**src/rtl/pll_scan_sequencer.sv**
```systemverilog
// PLL scan-chain sequencer: pulls SCAN_LEN bits from the bit-serial reconfig ROM, shifts them
// into the PLL (MSB first), pulses configupdate and waits for scandone. Watchdog: PLL_SCAN_TIMEOUT_EN.
module pll_scan_sequencer #(
    parameter int SCAN_LEN    = 144,
    parameter int ADDR_W      = 8,
    parameter int ROM_LATENCY = 2,
    parameter int SCANCLK_DIV = 2,
    parameter int TIMEOUT_CYC = 4096
) (
    input  logic              clock,
    input  logic              reset_n,
    input  logic              start,
    output logic [ADDR_W-1:0] rom_address,
    output logic              rom_read_ena,
    input  logic              rom_q,
    input  logic              rom_reconfig,
    output logic              busy,
    output logic              done,
    output logic              pll_scanclk,
    output logic              pll_scanclkena,
    output logic              pll_scandata,
    output logic              pll_configupdate,
    input  logic              pll_scandone,
    output logic              error
);
    localparam int CNT_W = $clog2(SCAN_LEN + 1);
    localparam int DIV_W = $clog2(SCANCLK_DIV + 1);
    localparam logic [CNT_W-1:0] LAST_BIT   = CNT_W'(SCAN_LEN - 1);
    localparam logic [CNT_W-1:0] LAST_DRAIN = CNT_W'(ROM_LATENCY - 1);
    localparam logic [DIV_W-1:0] LAST_DIV   = DIV_W'(SCANCLK_DIV - 1);

    if (SCAN_LEN > 2**ADDR_W || SCAN_LEN < 1 || ROM_LATENCY < 1 || SCANCLK_DIV < 1 ||
        TIMEOUT_CYC < 1) begin : g_param_check
        $error("pll_scan_sequencer: illegal parameter combination");
    end

    typedef enum logic [2:0] {
        IDLE, LOAD, DRAIN, SHIFT, WAIT_RECONF, UPDATE, WAIT_DONE
    } state_t;

    state_t                 state, state_nxt;
    logic [CNT_W-1:0]       cnt;      // LOAD address, DRAIN cycles, SHIFT bits sent
    logic [CNT_W-1:0]       wr_idx;
    logic [DIV_W-1:0]       div_cnt;
    logic [SCAN_LEN-1:0]    chain;
    logic [ROM_LATENCY-1:0] rd_vld_pipe;
    logic                   sclk;
    logic                   recfg_seen;
    logic [2:0]             sd_sync;
    logic                   sd_rise;
    logic                   half_end;
    logic                   shift_last;
    logic                   timeout;
    logic                   done_q;

    assign sd_rise    = sd_sync[1] & ~sd_sync[2];
    assign half_end   = (state == SHIFT) && (div_cnt == LAST_DIV);
    assign shift_last = half_end && sclk && (cnt == LAST_BIT);

`ifdef PLL_SCAN_TIMEOUT_EN
    localparam int WD_W = $clog2(TIMEOUT_CYC + 1);
    logic [WD_W-1:0] wd_cnt;
    logic            waiting;
    logic            err_q;

    assign waiting = (state == WAIT_RECONF) || (state == WAIT_DONE);
    assign timeout = waiting && (wd_cnt == WD_W'(TIMEOUT_CYC - 1));
    assign error   = err_q;

    always_ff @(posedge clock or negedge reset_n) begin
        if (!reset_n) begin
            wd_cnt <= '0;
            err_q  <= 1'b0;
        end else if (state == IDLE && start) begin
            wd_cnt <= '0;
            err_q  <= 1'b0;
        end else if (timeout) begin
            err_q  <= 1'b1;
        end else if (waiting) begin
            wd_cnt <= wd_cnt + 1'b1;
        end
    end
`else
    assign timeout = 1'b0;
    assign error   = 1'b0;
`endif

    always_comb begin
        state_nxt = state;
        case (state)
            IDLE:        if (start) state_nxt = LOAD;
            LOAD:        if (cnt == LAST_BIT) state_nxt = DRAIN;
            DRAIN:       if (cnt == LAST_DRAIN) state_nxt = SHIFT;
            SHIFT:       if (shift_last) state_nxt = WAIT_RECONF;
            WAIT_RECONF: begin
                if (timeout)                         state_nxt = IDLE;
                else if (recfg_seen || rom_reconfig) state_nxt = UPDATE;
            end
            UPDATE:      state_nxt = WAIT_DONE;
            WAIT_DONE:   if (timeout || sd_rise) state_nxt = IDLE;
            default:     state_nxt = IDLE;
        endcase
    end

    always_ff @(posedge clock or negedge reset_n) begin
        if (!reset_n) begin
            state       <= IDLE;
            cnt         <= '0;
            wr_idx      <= '0;
            div_cnt     <= '0;
            chain       <= '0;
            rd_vld_pipe <= '0;
            sclk        <= 1'b0;
            recfg_seen  <= 1'b0;
            sd_sync     <= '0;
            done_q      <= 1'b0;
        end else begin
            state       <= state_nxt;
            sd_sync     <= {sd_sync[1:0], pll_scandone};
            done_q      <= (state == WAIT_DONE) && sd_rise && !timeout;
            rd_vld_pipe <= (rd_vld_pipe << 1) | ROM_LATENCY'(rom_read_ena);

            if (state == IDLE && start)
                recfg_seen <= 1'b0;
            else if (state != IDLE && rom_reconfig)
                recfg_seen <= 1'b1;

            // rom_q for address a lands ROM_LATENCY clocks later; addresses are sequential
            if (rd_vld_pipe[ROM_LATENCY-1]) begin
                chain[wr_idx] <= rom_q;
                wr_idx        <= wr_idx + 1'b1;
            end

            case (state)
                IDLE: begin
                    cnt     <= '0;
                    wr_idx  <= '0;
                    div_cnt <= '0;
                    sclk    <= 1'b0;
                end
                LOAD:  cnt <= (cnt == LAST_BIT)   ? '0 : cnt + 1'b1;
                DRAIN: cnt <= (cnt == LAST_DRAIN) ? '0 : cnt + 1'b1;
                SHIFT: begin
                    if (half_end) begin
                        div_cnt <= '0;
                        sclk    <= ~sclk;
                        // next bit presented on the falling edge, a full low phase ahead of the rise
                        if (sclk) begin
                            cnt   <= cnt + 1'b1;
                            chain <= chain << 1;
                        end
                    end else begin
                        div_cnt <= div_cnt + 1'b1;
                    end
                end
                default: ;
            endcase
        end
    end

    assign busy             = (state != IDLE);
    assign done             = done_q;
    assign rom_read_ena     = (state == LOAD);
    assign rom_address      = (state == LOAD) ? ADDR_W'(cnt) : '0;
    assign pll_scanclkena   = (state == SHIFT);
    assign pll_scanclk      = (state == SHIFT) & sclk;
    assign pll_scandata     = (state == SHIFT) & chain[SCAN_LEN-1];
    assign pll_configupdate = (state == UPDATE);
endmodule

```
**config.mk**
```make
export PLATFORM = sky130hd
export DESIGN_NAME = pll_scan_sequencer
export DESIGN_NICKNAME = d
export VERILOG_FILES = /design/src/rtl/pll_scan_sequencer.sv
export SDC_FILE = /design/constraint.sdc
export NUM_CORES = 1
export LEC_CHECK = 0
export ABC_CLOCK_PERIOD_IN_PS = 3800
export CAP_MARGIN = 5
export CORE_ASPECT_RATIO = 1.4
export CORE_MARGIN = 5
export CORE_UTILIZATION = 40
export CTS_CLUSTER_SIZE = 30
export DETAILED_ROUTE_END_ITERATION = 10
export PLACE_DENSITY = 0.59
export SYNTH_ARGS = -nofsm -noshare
export SYNTH_HDL_FRONTEND = slang
export SYNTH_SLANG_ARGS = --single-unit
```
**constraint.sdc**
```tcl
create_clock -name clock -period 3.8 [get_ports clock]
set_input_delay 0.57 -clock clock [delete_from_list [all_inputs] [get_ports clock]]
set_output_delay 0.57 -clock clock [all_outputs]
set_load 0.01 [all_outputs]
```
==> impl.org <==
** Logic synthesis
- Cell taking the most area after synthesis :: sky130_fd_sc_hd__dfrtp_1
- Synthesis inferred approximately 170 register bits.
- During synthesis, Yosys emitted a total of 0 warnings.
- Fraction of registers with async set/reset :: 1.00
- Counting flops with a built-in enable in the synthesized netlist gives 0.
- Top_reg_cell synth :: sky130_fd_sc_hd__dfrtp_1
- Dividing the synthesized area by the synthesized cell count gives 9.20 µm².
- The mapped netlist covers 9480 µm².
- The number of nets in the synthesized netlist is 1042.
- For this run, the register share of the synthesized area comes to 0.457.
- Area fraction of the dominant cell type after synthesis :: 0.457
- Sorting the synthesized cells by area gives the leading types as sky130_fd_sc_hd__dfrtp_1, sky130_fd_sc_hd__mux2i_1, sky130_fd_sc_hd__nand2_1.
- Synthesis instantiated 53 different standard cells from the library.
- Syn Inst Count :: 1030

** STA
- Worst max-slew margin expressed relative to the limit :: 0.450
- Setup repair after global routing left no endpoint under its margin.
- The worst path needs 2960 ps of the cycle, external delays included.
- Clock tree skew after final layout :: between 10 and 15 ps
- Final count of negative-setup-slack endpoints :: 0
- Final hold violation count :: 0
- Timing would allow up to 338 MHz.
- At the pin with the least slew margin, the transition time is 822 ps.
- Share of the cycle needed by the critical path after routing :: 0.779
- The final count of pins violating max slew is 0.
- Worst hold slack across all endpoints :: 164 ps
- Total Neg Setup Slack :: 0 ps

** Clock tree
- Register clock-pin slew on the reported worst setup and hold paths :: about 60 ps
- Buffers added to address setup during post-CTS repair amount to 0.
- After clock tree synthesis, the flow added hold-fix buffers numbering 0.
- Clock Latency Late Sink :: 440 ps
- TritonCTS built the clock tree.
- Gates resized during post-CTS repair numbered 0.
- The tree is rooted in a sky130_fd_sc_hd__clkbuf_16.
- Max clock buf depth :: 2
- CTS built an H-tree with a depth of 4.
- CTS Sinks :: 173
- TritonCTS created 17 clock buffers.

** Placed design
- Post-place instance area :: 9750 µm²
- Weighted congestion reported at the end of routability-driven placement :: 0.837
- Number of buffer cells added on primary ports :: 20
- Detailed-placement wirelength estimate :: 13700 µm

** Route
- After detailed routing, the number of remaining DRC violations is 0.
- Via count :: 7113
- After detailed routing, the number of vias per cell comes to 5.48.
- Detailed router's first-iteration violation count :: 400
- After detailed routing, the average wire length per cell comes to 17.2 µm.
- Final wirelength :: 22300 µm
- In this run the remaining antenna-violating nets after routing total 0.
- The pre-antenna-repair detailed-routing pass consisted of 4 iterations.

** Power
- Of the total power, the clock network draws 0.296.
- Post-route total power :: ~6.2 mW
- Reported net switching power :: 2.20 mW
- Max rail drop VDD :: 304 µV
- Cell internal power was estimated by the tool at between 4 and 5 mW.
- Power per cell area :: between 600 and 700 nW/µm²
- P_leak :: approximately 4.0 nW
- The share of total power dissipated in combinational logic is 0.272.
- The share of total power dissipated in sequential elements is 0.432.
- Of the total power, the share spent switching nets is 0.352.

** Worst setup path
- Cell with the largest stage delay on the worst path :: sky130_fd_sc_hd__dfrtp_1
- Worst path max stage delay :: slightly below 600 ps
- Of all nets on the critical path, the largest fanout is 11.
- Setup Crit Path Kind :: flip-flop to primary output
- The critical path starts at state[0]$_DFFE_PN0P_.
- STA classifies the critical path startpoint as a flip-flop.
- WP data arrival :: between 2000 and 2500 ps
- The worst register-to-register path begins at wr_idx[4]$_DFFE_PN0P_.
- The signal on the critical path passes through inv_1, nor3_1, and2_1, clkdlybuf4s50_1.
- Category of the worst setup path capture point :: primary output
- Worst EP required :: 3230 ps

** Cells and area
- In the final layout, the share of cells above drive strength 1 is 0.0747.
- Nets@finish :: 994
- Relative area change from synthesis to final layout :: 9.25%
- Final instance area :: between 10000 and 15000 µm²
- Counting the fill cells in the layout gives 2311.
- Number of antenna diodes :: 0

** Min path
- In this run the worst hold path is classified as primary input to asynchronous set/reset pin.

** Global route
- The first global-routing pass estimated 37700 µm of wire.
- Entering global routing, the biggest net connects 121 pins.
- Total global-route track usage :: 0.172
- Summed over all layers, the global routing overflow is 0.
- The via count of the first global-routing pass came to 7047.
- Initial antenna violation count :: 0

** Die
- Placeable core region :: ~23000 µm²
- Die H :: 192 µm
- The floorplan has 66 rows.
- Horizontal die dimension :: 140 µm
- For this configuration, the core starts out at a cell density of 0.407.
- The die covers 26900 µm².
- Top-level I/O count :: 22

** Status
- Status :: completed

** Run
- Across the run, the number of max-cap violations was 0.
==> cells by family (layout without fill, tap and decap cells) <==
family,Yosys count,in the layout,share of synthesized area
AO/OA/AOI/OAI,173,173,0.0948
XOR/XNOR,7,7,0.00647
adder cells (fa/ha/maj),6,6,0.00792
buffers and inverters,117,78,0.0586
flip-flops,173,173,0.457
multiplexers,146,146,0.154
other,1,1,0.000396
AND/OR/NAND/NOR,407,407,0.221
==> registers in the layout (all words and copies together) (netlist names), 2 cells and up <==
| name | cells |
|---|---|
| div_cnt | 2 |
| sd_sync | 3 |
| rd_vld_pipe | 2 |
| state | 3 |
| cnt | 8 |
| chain | 144 |
| wr_idx | 8 |
==> worst paths after layout <==
kind | slack (ps) | endpoint | depth (start not counted)
min in group clock | 350 | sd_sync[1]$_DFF_PN0_ | 0
setup / recovery | 840 | rom_address[7] | 4
hold / removal | 160 | cnt[0]$_DFFE_PN0P_ | 1
setup reg to reg | 1520 | chain[127]$_DFF_PN0_ | 4
max in group asynchronous | 2780 | chain[45]$_DFF_PN0_ | 2
hold reg to reg | 350 | sd_sync[1]$_DFF_PN0_ | 0
==> area by class of cell <==
cell class	instances	area, µm²	share of cell area
clock buffer	22	474	0.0458
clock inverter	6	136	0.0132
inverter	9	33.8	0.00326
multi-input combinational	740	4600	0.445
sequential	173	4330	0.418
tap	306	383	0.0370
timing repair buffer	41	394	0.0381
==> power groups by stage <==
stage / Combinational, mW / Sequential [mW] / Clock (mW)
floorplan: 1.36 / 2.52 / 0
global route: 1.90 / 2.76 / 1.96
CTS: 1.72 / 2.70 / 1.89
global placement: 1.69 / 2.72 / 0
detailed placement: 1.71 / 2.73 / 0
finish: 1.69 / 2.70 / 1.85
==> Yosys cell counts (9+ instances only) <==
| cell type | count |
|---|---|
| sky130_fd_sc_hd__dfrtp_1 | 173 |
| sky130_fd_sc_hd__nand2_1 | 161 |
| sky130_fd_sc_hd__mux2i_1 | 146 |
| sky130_fd_sc_hd__o21ai_0 | 119 |
| sky130_fd_sc_hd__nand3_1 | 101 |
| sky130_fd_sc_hd__clkbuf_1 | 55 |
| sky130_fd_sc_hd__nor3_1 | 40 |
| sky130_fd_sc_hd__buf_2 | 32 |
| sky130_fd_sc_hd__o21ai_1 | 29 |
| sky130_fd_sc_hd__nor2_1 | 17 |
| sky130_fd_sc_hd__buf_4 | 14 |
| sky130_fd_sc_hd__nand3b_1 | 11 |
| sky130_fd_sc_hd__nor3_2 | 11 |
| sky130_fd_sc_hd__nand4_1 | 9 |
==> through the flow <==
step	setup slack, ps	instances	utilization
global route	657	1297	0.445
CTS	821	1297	0.445
global placement	1350	1269	0.418
floorplan	1840	1030	-
finish	841	1297	0.445
detailed placement	1290	1269	0.418
==> routing by layer <==
layer | up-vias | wire length (µm) | global-route usage
met5 | - | 0 | 0
met4 | 0 | 373 | 0.0515
met3 | 27 | 514 | 0.0284
met2 | 96 | 11400 | 0.298
met1 | 3512 | 10000 | 0.222
li1 | 3478 | - | -
==> worst max-delay path, delay by kind of cell (launching register included) <==
family                 cells  cell delay (ps)
AND/OR/NAND/NOR            2              640
flip-flops                 1              580
buffers and inverters      2              740
==> layout by cell type, fill, tap and decap left out, drive strengths merged, types with 2 or more instances in the layout <==
cell	Yosys	layout
a21oi	8	8
a31oi	7	7
and2	6	6
and3	8	8
and3b	8	8
buf	52	23
bufinv	0	4
clkbuf	56	22
clkdlybuf4s50	0	18
dfrtp	173	173
ha	6	6
inv	9	9
mux2i	146	146
nand2	161	161
nand2b	2	2
nand3	102	102
nand3b	12	12
nand4	9	9
nor2	18	18
nor2b	5	5
nor3	51	51
nor3b	6	6
nor4	5	5
nor4b	3	3
o21ai	148	148
o22ai	4	4
or3b	5	5
xor2	6	6
No activity file was read; power rests on OpenSTA's default activity.
